$ cat config.mk
export PLATFORM = sky130hd
export DESIGN_NAME = bit_serial_adder
export DESIGN_NICKNAME = d
export VERILOG_FILES = /design/src/rtl/bit_serial_adder.sv
export SDC_FILE = /design/constraint.sdc
export NUM_CORES = 1
export LEC_CHECK = 0
export CAP_MARGIN = 25
export CORE_MARGIN = 2
export CORE_UTILIZATION = 46
export DETAILED_ROUTE_END_ITERATION = 16
export PLACE_DENSITY_LB_ADDON = 0.25
export SYNTH_ARGS = -nofsm -noshare
export SYNTH_HDL_FRONTEND = slang
export SYNTH_SLANG_ARGS = --single-unit
export TNS_END_PERCENT = 50
$ cat constraint.sdc
create_clock -name clk -period 1.3 [get_ports clk]
set_input_delay 0.26 -clock clk [delete_from_list [all_inputs] [get_ports clk]]
set_output_delay 0.26 -clock clk [all_outputs]
set_load 0.02 [all_outputs]
$ cat src/rtl/bit_serial_adder.sv
// Bit-serial adder: one full-adder cell reused over WIDTH clocks, LSB first,
// with valid/ready handshakes on the operand and result sides.
module bit_serial_adder #(
  parameter int WIDTH = 8
) (
  input  logic             clk,
  input  logic             rst,
  input  logic             in_valid,
  output logic             in_ready,
  input  logic [WIDTH-1:0] a,
  input  logic [WIDTH-1:0] b,
  input  logic             cin,
  output logic             out_valid,
  input  logic             out_ready,
  output logic [WIDTH-1:0] sum,
  output logic             cout,
  output logic             busy
);

  localparam int CW = $clog2(WIDTH) + 1;

  typedef enum logic [1:0] {IDLE, ADD, DONE} state_t;

  state_t           state_q, state_d;
  logic [WIDTH-1:0] a_sr_q, a_sr_d;
  logic [WIDTH-1:0] b_sr_q, b_sr_d;
  logic [WIDTH-1:0] sum_sr_q, sum_sr_d;
  logic [WIDTH-1:0] sum_q, sum_d;
  logic [CW-1:0]    count_q, count_d;
  logic             carry_q, carry_d;
  logic             cout_q, cout_d;
  logic             out_valid_q, out_valid_d;

  logic             s_bit, c_bit;
  logic [WIDTH-1:0] sum_shift;

  // The single full-adder cell.
  assign s_bit = a_sr_q[0] ^ b_sr_q[0] ^ carry_q;
  assign c_bit = (a_sr_q[0] & b_sr_q[0]) | ((a_sr_q[0] ^ b_sr_q[0]) & carry_q);

  // Result bits enter at the MSB so the first (LSB) bit lands at position 0.
  generate
    if (WIDTH == 1) begin : g_w1
      assign sum_shift = s_bit;
    end else begin : g_wn
      assign sum_shift = {s_bit, sum_sr_q[WIDTH-1:1]};
    end
  endgenerate

  always_comb begin
    state_d     = state_q;
    a_sr_d      = a_sr_q;
    b_sr_d      = b_sr_q;
    sum_sr_d    = sum_sr_q;
    sum_d       = sum_q;
    count_d     = count_q;
    carry_d     = carry_q;
    cout_d      = cout_q;
    out_valid_d = out_valid_q;
    case (state_q)
      IDLE: begin
        if (in_valid) begin
          a_sr_d  = a;
          b_sr_d  = b;
          carry_d = cin;
          count_d = '0;
          state_d = ADD;
        end
      end
      ADD: begin
        a_sr_d   = a_sr_q >> 1;
        b_sr_d   = b_sr_q >> 1;
        sum_sr_d = sum_shift;
        carry_d  = c_bit;
        count_d  = count_q + CW'(1);
        if (count_q == CW'(WIDTH - 1)) begin
          sum_d       = sum_shift;
          cout_d      = c_bit;
          out_valid_d = 1'b1;
          state_d     = DONE;
        end
      end
      DONE: begin
        if (out_ready) begin
          out_valid_d = 1'b0;
          state_d     = IDLE;
        end
      end
      default: state_d = IDLE;
    endcase
  end

  always_ff @(posedge clk or posedge rst) begin
    if (rst) begin
      state_q     <= IDLE;
      a_sr_q      <= '0;
      b_sr_q      <= '0;
      sum_sr_q    <= '0;
      sum_q       <= '0;
      count_q     <= '0;
      carry_q     <= 1'b0;
      cout_q      <= 1'b0;
      out_valid_q <= 1'b0;
    end else begin
      state_q     <= state_d;
      a_sr_q      <= a_sr_d;
      b_sr_q      <= b_sr_d;
      sum_sr_q    <= sum_sr_d;
      sum_q       <= sum_d;
      count_q     <= count_d;
      carry_q     <= carry_d;
      cout_q      <= cout_d;
      out_valid_q <= out_valid_d;
    end
  end

  assign in_ready  = (state_q == IDLE);
  assign busy      = (state_q != IDLE);
  assign out_valid = out_valid_q;
  assign sum       = sum_q;
  assign cout      = cout_q;

endmodule
After elaboration in Yosys (flattened, before gate mapping)
Index checks and enable logic that the tools add are counted.
- add/subtract/negate cells: 1
- eq/ne operators: 6
- muxes and demuxes: 15
- bitwise operators: 5
- reduce and logical (&&, ||, !) cells: 8
- operators with widths (operator ; count):
    8-bit one-hot mux with 2 select lines ; 2
    8-bit two-way mux ; 2
    4-bit one-hot mux with 2 select lines ; 1
    2-bit two-way mux ; 3
    2-bit != test (second input constant) ; 3
    2-bit one-hot mux with 3 select lines ; 1
    3-bit AND reduction ; 2
    2-bit nonzero test ; 3
    4-bit by 1-bit adder with 4-bit output (second input constant) ; 1
    4-bit by 3-bit == test with 1-bit output (second input constant) ; 1
    4-bit two-way mux ; 1
    1-bit one-hot mux with 2 select lines ; 2
    2-bit AND reduction ; 2
    1-bit two-way mux ; 3
    1-bit AND ; 2
    2-bit by 1-bit == test with 1-bit output (second input constant) ; 1
    2-bit == test (second input constant) ; 1
    2-bit logical NOT ; 1
    1-bit XOR ; 2
    1-bit bitwise OR ; 1
- bits in registers: 41
- input port bits: 21
- output and inout port bits: 12

Longest topological paths before layout
- word-level depth: 4
- depth in mapped cells: 6
- mapped depth without buffers: 4

Least setup slack after synthesis
No wires, ideal clock.
- path kind: reg-to-reg
- start: register state_q[1]
- end: register cout_q (netlist: cout)
- arrival: 1297 ps
- required time: 1175 ps
- setup slack: -122 ps
- cell stages (with the launch flop): 6
- buffers on the path: 2
- clock period less this slack: 1422 ps
- cells stage by stage: dfrtp_1 -> nand2b_4 -> buf_6 -> nor3_4 -> buf_6 -> mux2_4
- cells in the longest elaborated chain, start to end: 2
- ends and longest elaborated chain (element ; RTL line ; RTL):
    start, declared ; 24 ; state_t state_q, state_d;
    start signal, assigned ; 105 ; state_q <= state_d;
    2-bit by 1-bit == test with 1-bit output ; 60 ; case (state_q)
    2-bit AND reduction (no source line) ; - ;
    end signal, assigned ; 112 ; cout_q <= cout_d;
    end, declared ; 31 ; logic cout_q, cout_d;
Every way passes these cells.
A chain may end at the register's enable or synchronous reset.

Worst setup path in the final report
- start: register count_q[0]
- end: register sum_q[4] (netlist: sum[4])
- cells in the longest elaborated chain, start to end: 2
- ends and longest elaborated chain (element ; RTL line ; RTL):
    start, declared ; 29 ; logic [CW-1:0] count_q, count_d;
    start signal, assigned ; 110 ; count_q <= count_d;
    4-bit by 3-bit == test with 1-bit output ; 76 ; if (count_q == CW'(WIDTH - 1)) begin
    2-bit AND reduction (no source line) ; - ;
    end signal, assigned ; 109 ; sum_q <= sum_d;
    end, declared ; 28 ; logic [WIDTH-1:0] sum_q, sum_d;
Every way passes these cells.

==> results.json <==
{
  "outcome": "complete, but fails checks",
  "violations": "setup timing",
  "power.share.sequential_pct": 38.3,
  "dp_cells": 244,
  "grt_max_degree": 41,
  "synth.cell_area_mm2": 0.00175,
  "slew_headroom_pct": 82.2,
  "intPower_mw": 3.54,
  "grt_pass1_wl_um": 5730,
  "grt_use_total_pct": 17.3,
  "io_buffers": 32,
  "clockBufferDepth": 2,
  "gr-total-overflow": 0,
  "comb_power_share_pct": 46.2,
  "fillers": 279,
  "p_switching_mw": 1.94,
  "crit_arrival_ns": 1.64,
  "cp-start-kind": "flop",
  "hold_class": "in -> async",
  "htree_levels": 2,
  "worst-slew-pin-transition_ns": 0.266,
  "post-route-cell-area_mm2": 0.00255,
  "p_sw_share_pct": 35.4,
  "clk_pin_slew_worst_paths_ns": 0.08,
  "clk_latency_ns": 0.29,
  "via_count": 1371,
  "crit_fanout": 4,
  "fin_nets": 240,
  "final_cells": 266,
  "fmax_ghz": 0.685,
  "synth.distinct_cells": 29,
  "avgViaCountPerCell": 5.15,
  "synthToLayoutAreaGrowth_pct": 45.6,
  "finClkSkew_ns": 0.00693,
  "yosys_most_used_dff": "dfrtp_1",
  "placed_area_mm2": 0.00223,
  "core_area_mm2": 0.00366,
  "syn_nets": 179,
  "die_w_um": 65.7,
  "p_per_area_mw_per_mm2": 2140,
  "start_util_pct": 47.9,
  "path_class": "reg -> reg",
  "drc": 0,
  "setup_viol": 15,
  "rsz0062_at_grt": "true",
  "cts_tree": "built",
  "cp.required_ns": 1.48,
  "synth_cells": 156,
  "n_antenna_cell": 0,
  "gp_congestion": 0.734,
  "post-route-period-util_pct": 112,
  "drt_pre_antenna_iters": 4,
  "clock_tree.root_cell": "clkbuf_8",
  "grt_pass1_vias": 1295,
  "max_cap_violations": 0,
  "synth.avg_cell_area_um2": 11.2,
  "ios": 33,
  "cts_buffers": 5,
  "antenna_found_initial": 0,
  "fin_ws_ns": -0.160,
  "cellLeakagePower_nw": 1.21,
  "worstSetupEndpointType": "flop",
  "pwr-share-clk_pct": 15.4,
  "final-hold-violation-count": 0,
  "synth-edff-count": 0,
  "cts.sinks": 40,
  "period_needed_ns": 1.46,
  "route.final.wire_length_um": 4010,
  "fp.dieH_um": 65.7,
  "drive_gt1_share_pct": 31.7,
  "dieArea_mm2": 0.00432,
  "drt_iter0_drc": 55,
  "hpwl_um": 2470,
  "layout_commonest_cell": "dfrtp_1",
  "row_count": 22,
  "synth-seq-area-share_pct": 57.1,
  "layout_common_cells": "dfrtp_1, nand2_1, clkdlybuf4s50_1",
  "fin_tns_setup_ns": -1.64,
  "ys_warn_count": 0,
  "async_reset_ff_share_pct": 100,
  "wl_per_cell_um": 15.1,
  "slew_violations": 0,
  "synth-seq-cells": 40,
  "ir_worst_vdd_v": 0.00102,
  "drtAntennaViolNets": 0
}
[power groups by stage]
stage	Clock, mW	Combinational [mW]	Sequential (mW)
finish	0.844	2.53	2.10
global route	0.931	2.74	2.16
CTS	0.855	2.05	2.05
detailed placement	0	2.12	2.08
global placement	0	2.05	2.05
floorplan	0	1.17	2.18
[synthesized netlist by cell type (all sizes together) (2+ instances only)]
cell type / n / area share [%]
inv: 2 / 0.43
dfrtp: 40 / 57
a21oi: 2 / 0.57
nand2b: 2 / 1.1
nand3: 2 / 0.57
a22o: 2 / 1.0
nand2: 38 / 8.1
nor2b: 2 / 0.71
a22oi: 14 / 6.0
buf: 6 / 2.7
nor2: 3 / 0.64
mux2: 10 / 8.1
nand3b: 2 / 0.86
a32o: 2 / 1.1
o21ai: 15 / 4.3
clkbuf: 5 / 1.1
[flip-flops by register name (all words and copies together) (netlist names)]
signal     cells
a_sr_q         8
b_sr_q         8
sum            8
sum_sr_q       7
count_q        4
state_q        2
carry_q        1
cout           1
out_valid      1
[per-stage QoR]
step / total power, mW / util [%] / worst slack, ns / hold slack (ns)
global route: 5.83 / 69.7 / -0.196 / 0.344
floorplan: 3.35 / - / -0.0952 / 0.422
global placement: 4.10 / 60.9 / -0.168 / 0.462
CTS: 4.96 / 63.7 / -0.169 / 0.333
detailed placement: 4.20 / 60.9 / -0.226 / 0.463
finish: 5.47 / 69.7 / -0.160 / 0.327
[per-layer routing]
layer  share of wire [%]  up-vias  GRT usage, %
met5                   0        -             0
met4                0.72        0          4.69
li1                    -      660             -
met2                  54       31          30.1
met1                  41      676          21.5
met3                 3.8        4          4.11
[critical path, cell delays in order (launching register included)]
cell,delay [ns]
dfrtp_1,0.40
ha_4,0.16
nand2_4,0.05
nor3_4,0.27
buf_6,0.17
mux2_4,0.29
[area by class of cell]
cell class              count  area (µm²)  area share (%)
well taps                  48        60.1            2.35
flip-flops and latches     40        1000            39.3
clock buffers               6        82.6            3.24
clock inverters             2        10.0           0.392
multi-input cells         103         748            29.3
repair buffers             65         642            25.1
inverters                   2        7.51           0.294
[logic make-up (layout without fill, tap and decap cells)]
| kind of cell | Yosys count | in the layout | synth area share, % |
|---|---|---|---|
| flip-flops | 40 | 40 | 57.1 |
| multiplexers | 10 | 10 | 8.14 |
| AO/OA/AOI/OAI | 39 | 39 | 14.9 |
| buffers and inverters | 13 | 75 | 4.21 |
| AND/OR/NAND/NOR | 52 | 52 | 13.8 |
| adder cells (fa/ha/maj) | 2 | 2 | 1.86 |
[path summary, 6_finish.rpt]
| kind | start | slack (ns) | cells past startpoint | end |
|---|---|---|---|---|
| max | count_q[0] | -0.16 | 5 | sum[4] |
| min | rst | 0.33 | 3 | sum[4] |
| max reg2reg | count_q[0] | -0.16 | 5 | sum[4] |
| min reg2reg | sum_sr_q[1] | 0.48 | 2 | sum_sr_q[1] |
| max in group asynchronous | rst | 0.77 | 3 | state_q[0] |
| min in group clk | in_valid | 0.43 | 2 | b_sr_q[7] |
[what timing repair did]
item | 4_1_cts | 5_1_grt
resized for setup | 19 | 54
pin swaps | 2 | 7
setup buffers | 2 | 8
hold buffers | 0 | 0
endpoints found under the setup margin | 41 | 40
gates cloned | 0 | 4
No activity file was read; power rests on OpenSTA's default activity.
